==> src/rtl/vrased_rst_pkg.sv <==
// Shared types and constants for the VRASED reset sequencer.
// Latency: n/a (declarations only).
// Backpressure: n/a.
package vrased_rst_pkg;

  // Default number of monitor violation sources.
  localparam int N_SRC_DEF = 6;

  // Bit positions of each monitor inside the viol vector.
  localparam int SRC_XSTACK     = 0;
  localparam int SRC_AC         = 1;
  localparam int SRC_ATOMICITY  = 2;
  localparam int SRC_DMA_AC     = 3;
  localparam int SRC_DMA_DETECT = 4;
  localparam int SRC_DMA_XSTACK = 5;

  // Sequencer states.
  typedef enum logic [1:0] {
    IDLE  = 2'd0,
    HOLD  = 2'd1,
    GUARD = 2'd2
  } rst_state_t;

  // Counter width able to hold max_val-1 (at least one bit).
  function automatic int timer_width(input int max_val);
    return (max_val <= 1) ? 1 : $clog2(max_val);
  endfunction

endpackage

==> src/rtl/vrased_hold_timer.sv <==
// Loadable down-counter that stops at zero and flags it.
// Latency: load/decrement visible one cycle after the sampling edge.
// Backpressure: none; load has priority over decrement.
module vrased_hold_timer #(
  parameter int W = 4
) (
  input  logic         clk,
  input  logic         reset,
  input  logic         load,
  input  logic [W-1:0] load_val,
  input  logic         dec,
  output logic         zero
);

  logic [W-1:0] count;

  // Count register: load wins, otherwise count down and park at zero.
  always_ff @(posedge clk) begin
    if (reset) begin
      count <= '0;
    end else if (load) begin
      count <= load_val;
    end else if (dec && (count != '0)) begin
      count <= count - W'(1);
    end
  end

  assign zero = (count == '0);

endmodule

==> src/rtl/vrased_reset_ctrl.sv <==
// Stretches VRASED violations into a registered CPU reset and guards re-entry via the reset handler.
// Latency: sys_rst/busy/records update one cycle after the sampling edge.
// Backpressure: none; viol is a level sampled every cycle and cannot be stalled.
module vrased_reset_ctrl
  import vrased_rst_pkg::*;
#(
  parameter int          N_SRC         = N_SRC_DEF,
  parameter int          RST_HOLD      = 16,
  parameter int          GUARD_MAX     = 64,
  parameter int          CNT_W         = 8,
  parameter logic [15:0] RESET_HANDLER = 16'h0000
) (
  input  logic             clk,
  input  logic             reset,
  input  logic [N_SRC-1:0] viol,
  input  logic [15:0]      pc,
  input  logic             cause_clr,
  output logic             sys_rst,
  output logic             busy,
  output logic [N_SRC-1:0] cause_first,
  output logic [N_SRC-1:0] cause_acc,
  output logic [CNT_W-1:0] viol_cnt,
  output logic             guard_to
);

  localparam int HW = timer_width(RST_HOLD);
  localparam int GW = timer_width(GUARD_MAX);
  localparam logic [HW-1:0]    HOLD_LOAD  = HW'(RST_HOLD - 1);
  localparam logic [GW-1:0]    GUARD_LOAD = GW'(GUARD_MAX - 1);
  localparam logic [CNT_W-1:0] CNT_MAX    = '1;

  rst_state_t state, state_nxt;
  logic       any_viol;
  logic       pc_hit;
  logic       hold_load, hold_zero;
  logic       guard_load, guard_zero;
  logic       event_hit;
  logic       timeout;

  assign any_viol = |viol;
  assign pc_hit   = (pc == RESET_HANDLER);

  // Reset-hold timer: counts the remaining cycles of sys_rst.
  vrased_hold_timer #(.W(HW)) u_hold_timer (
    .clk      (clk),
    .reset    (reset),
    .load     (hold_load),
    .load_val (HOLD_LOAD),
    .dec      (state == HOLD),
    .zero     (hold_zero)
  );

  // Guard timer: bounds how long the CPU may take to reach the handler.
  vrased_hold_timer #(.W(GW)) u_guard_timer (
    .clk      (clk),
    .reset    (reset),
    .load     (guard_load),
    .load_val (GUARD_LOAD),
    .dec      (state == GUARD),
    .zero     (guard_zero)
  );

  // State register.
  always_ff @(posedge clk) begin
    if (reset) begin
      state <= IDLE;
    end else begin
      state <= state_nxt;
    end
  end

  // Next state, timer loads and event/timeout strobes; viol beats a pc match in GUARD.
  always_comb begin
    state_nxt  = state;
    hold_load  = 1'b0;
    guard_load = 1'b0;
    event_hit  = 1'b0;
    timeout    = 1'b0;
    case (state)
      IDLE: begin
        if (any_viol) begin
          state_nxt = HOLD;
          hold_load = 1'b1;
          event_hit = 1'b1;
        end
      end
      HOLD: begin
        if (any_viol) begin
          // Extension of the current reset, not a new event.
          hold_load = 1'b1;
        end else if (hold_zero) begin
          state_nxt  = GUARD;
          guard_load = 1'b1;
        end
      end
      GUARD: begin
        if (any_viol) begin
          state_nxt = HOLD;
          hold_load = 1'b1;
          event_hit = 1'b1;
        end else if (pc_hit) begin
          state_nxt = IDLE;
        end else if (guard_zero) begin
          state_nxt = HOLD;
          hold_load = 1'b1;
          timeout   = 1'b1;
        end
      end
      default: begin
        state_nxt = IDLE;
      end
    endcase
  end

  // Registered reset request and busy, decoded from the next state so they align with it.
  always_ff @(posedge clk) begin
    if (reset) begin
      sys_rst <= 1'b0;
      busy    <= 1'b0;
    end else begin
      sys_rst <= (state_nxt == HOLD);
      busy    <= (state_nxt != IDLE);
    end
  end

  // Sticky records: a clear is applied first, then the current cycle's event is layered on top.
  always_ff @(posedge clk) begin
    if (reset) begin
      cause_first <= '0;
      cause_acc   <= '0;
      viol_cnt    <= '0;
      guard_to    <= 1'b0;
    end else begin
      cause_acc <= (cause_clr ? '0 : cause_acc) | viol;

      if (event_hit && (cause_clr || (cause_first == '0))) begin
        cause_first <= viol;
      end else if (cause_clr) begin
        cause_first <= '0;
      end

      if (event_hit) begin
        if (cause_clr) begin
          viol_cnt <= CNT_W'(1);
        end else if (viol_cnt != CNT_MAX) begin
          viol_cnt <= viol_cnt + CNT_W'(1);
        end
      end else if (cause_clr) begin
        viol_cnt <= '0;
      end

      if (timeout) begin
        guard_to <= 1'b1;
      end else if (cause_clr) begin
        guard_to <= 1'b0;
      end
    end
  end

endmodule

==> config.mk <==
export PLATFORM = sky130hd
export DESIGN_NAME = vrased_reset_ctrl
export DESIGN_NICKNAME = d
export VERILOG_FILES = /design/src/rtl/vrased_rst_pkg.sv /design/src/rtl/vrased_hold_timer.sv /design/src/rtl/vrased_reset_ctrl.sv
export SDC_FILE = /design/constraint.sdc
export NUM_CORES = 1
export LEC_CHECK = 0
export ABC_AREA = 1
export ABC_CLOCK_PERIOD_IN_PS = 3900
export BUFFER_PORTS_ARGS = -buffer_cell sky130_fd_sc_hd__buf_2
export CAP_MARGIN = 15
export CORE_ASPECT_RATIO = 0.7
export CORE_MARGIN = 1.5
export CORE_UTILIZATION = 43
export DETAILED_ROUTE_END_ITERATION = 7
export GPL_TIMING_DRIVEN = 1
export HOLD_SLACK_MARGIN = 0.06
export MAX_ROUTING_LAYER = met4
export PLACE_DENSITY_LB_ADDON = 0.15
export SYNTH_ARGS = -nofsm -noshare
export SYNTH_HDL_FRONTEND = slang
export SYNTH_SLANG_ARGS = --single-unit
==> constraint.sdc <==
create_clock -name clk -period 3.9 [get_ports clk]
set_input_delay 0.585 -clock clk [delete_from_list [all_inputs] [get_ports clk]]
set_output_delay 0.585 -clock clk [all_outputs]
set_load 0.03 [all_outputs]
==> flow_metrics.tcl <==
set metrics [dict create \
    status "completed" \
    hold_path.class "reg2reg" \
    routed_wl_um 3980 \
    ant_nets 0 \
    vias 1775 \
    cts.sinks 35 \
    gr-total-overflow 0 \
    crit_start "reset" \
    skew_ns 0.00555 \
    post_cts_buffers 0 \
    syn_area_um2 1880 \
    insertion_delay_ns 0.28 \
    min_from "cause_acc[0]$_SDFF_PP0_" \
    critPathSlowestCell "nor2_1" \
    yosys.area.top_type_share 0.373 \
    p_leak_nw 1.16 \
    crit_fanout 15 \
    wl_per_cell_um 10.5 \
    place_area_um2 2160 \
    finalCritPeriodShare 0.435 \
    rsz0062_at_grt "no" \
    place_ws_ns 1.91 \
    r2r-start "u_hold_timer.count[0]$_SDFFE_PP0P_" \
    via_per_inst 4.67 \
    grt_pass1_vias 1632 \
    postSynthCellCount 277 \
    ys.flop_type "dfxtp_1" \
    worst_slew_pin_slew_ns 0.967 \
    slew_headroom 0.353 \
    required_ns 4.13 \
    min_period_ns 1.69 \
    worst_slack_ns 2.21 \
    core_area_um2 4070 \
    final_nets 357 \
    fp.dieH_um 58.3 \
    cts_repair_resize_count 0 \
    final_area_um2 2250 \
    worst-path-buf-inv 3 \
    setup_viol 0 \
    crit_chain "buf_2 -> nor2_1 -> inv_1 -> o21ai_1 -> nand2_1 -> inv_1" \
    dp_hpwl_um 3060 \
    yosysMostFrequentCell "nand2_1" \
    yosysSeqAreaShare 0.373 \
    end_kind "flop" \
    grt_max_degree 16 \
    io_pins 48 \
    first_iter_violations 50 \
    crit_type "in2reg" \
    synth_warnings 0 \
    crit_cells 6 \
    worstPathArrival_ns 1.93 \
    yosysUniqueCellTypes 28 \
    dieArea_um2 4790 \
    drive_gt1_frac 0.250 \
    finalSetupTns_ns 0 \
    timing.critical_path.mode_cell "inv_1" \
    synth_commonest_cells "nand2_1, inv_1, dfxtp_1" \
    clockBufferDepth 2 \
    ys_ff_latch 35 \
    gp_congestion 0.824 \
    start_util 0.463 \
    first_pass_iters 4 \
    ctsHtreeMaxLevel 2 \
    fmax_mhz 590 \
    crit_family "simple AND/OR/NAND/NOR gates" \
    min_path_cells 2 \
    power_density_nw_per_um2 339 \
    antennaDiodeCount 0 \
    drc_errors 0 \
    root_buffer "clkbuf_8" \
    die_w_um 82.0 \
    slew_viol_final 0 \
    syn_avg_cell_area_um2 6.79 \
    finalHoldViolations 0 \
    area_delta_synth_final_pct 19.8 \
    startpoint_type "primary input" \
    antenna_found_initial 0 \
    ir_worst_vdd_v 0.000220 \
    yosys.area.top_type "dfxtp_1" \
    clkSlewWorstSetupHoldPaths_ns 0.07 \
    grt_use_total 0.194 \
    fill_cells 421 \
    reg2reg_depth 8 \
    cts_buffers 5 \
    grt_pass1_wl_um 6960 \
    post-route-util 0.554 \
    dp_cells 373 \
    drv_cap 0 \
    r2r_slack_ns 2.44 \
    async_reset_ff_frac 0 \
    io_buffer_count 47 \
    cts_tree "built" \
    max_stage_delay_ns 0.75 \
    synth_edf_count 0 \
    cts-hold-fix-buffers 0 \
    layout.cells.non_filler 380 \
    rows 19 \
    synth_area_leaders "dfxtp_1, nand2_1, inv_1, nand3_1, nor2_1" \
    synth_nets 306 \
]
-- stage by stage --
stage	power, mW	hold WS, ns
3_5_place_dp	0.506	0.430
2_1_floorplan	0.469	0.479
5_1_grt	0.804	0.472
3_3_place_gp	0.505	0.434
4_1_cts	0.771	0.447
6_report	0.765	0.445
-- where the power goes --
part / leakage (nW) / internal [mW] / switching, mW
clock: 0.0470 / 0.139 / 0.128
combinational: 0.821 / 0.0375 / 0.0766
sequential: 0.288 / 0.374 / 0.00981
total: 1.16 / 0.550 / 0.215
-- placed cells by master, fill, tap and decap left out, types with 2 or more instances in the layout --
cell type  instances
nor2_4             4
buf_2             47
o21ai_0            9
o21ai_1            5
nand3_1           23
nor2_1            26
nand4_1            8
ha_1               4
xor2_1             2
dfxtp_1           35
nand3b_1           2
nand3_2            3
inv_1             42
clkbuf_8           6
nand2_1           75
inv_2              7
nand2_4            2
a21oi_1            9
nand2_2            4
nor2_2             4
nor3_1             4
-- tightest hold or removal path: stages, from the launching register on --
cell and delay (ns):
dfxtp_1 0.32, nand2_1 0.05, nand2_1 0.05
-- final timing paths --
kind | end
setup / recovery | cause_first[5]$_SDFFE_PP0P_
hold / removal | cause_acc[0]$_SDFF_PP0_
setup reg to reg | u_guard_timer.count[1]$_SDFFE_PP0P_
hold reg to reg | cause_acc[0]$_SDFF_PP0_
-- cells by family (layout without fill, tap and decap cells) --
group | after synthesis | after routing | synth area share
buffers and inverters | 52 | 103 | 0.106
XOR/XNOR | 2 | 2 | 0.00932
AO/OA/AOI/OAI | 25 | 25 | 0.0692
AND/OR/NAND/NOR | 159 | 159 | 0.416
adder cells (fa/ha/maj) | 4 | 4 | 0.0266
flip-flops | 35 | 35 | 0.373
-- state kept, by name (all words and copies together), names as in the netlist --
name	flops
busy	1
u_hold_timer.count	4
sys_rst	1
cause_acc	6
state	2
guard_to	1
viol_cnt	8
u_guard_timer.count	6
cause_first	6
-- cell type report --
cell class / count / area (um2) / area share
multi-input cells: 190 / 980 / 0.435
flip-flops and latches: 35 / 701 / 0.311
repair buffers: 47 / 235 / 0.104
inverters: 49 / 184 / 0.0817
clock buffers: 6 / 82.6 / 0.0367
well taps: 52 / 65.1 / 0.0289
clock inverters: 1 / 5.00 / 0.00222
-- routing by layer --
metal,vias up,global-route usage,wire (um)
li1,967,-,-
met1,775,0.270,2230
met2,31,0.280,1580
met3,2,0.0512,157
met4,0,0.0484,16
met5,-,-,0
Power figures use the tool's default switching activity.
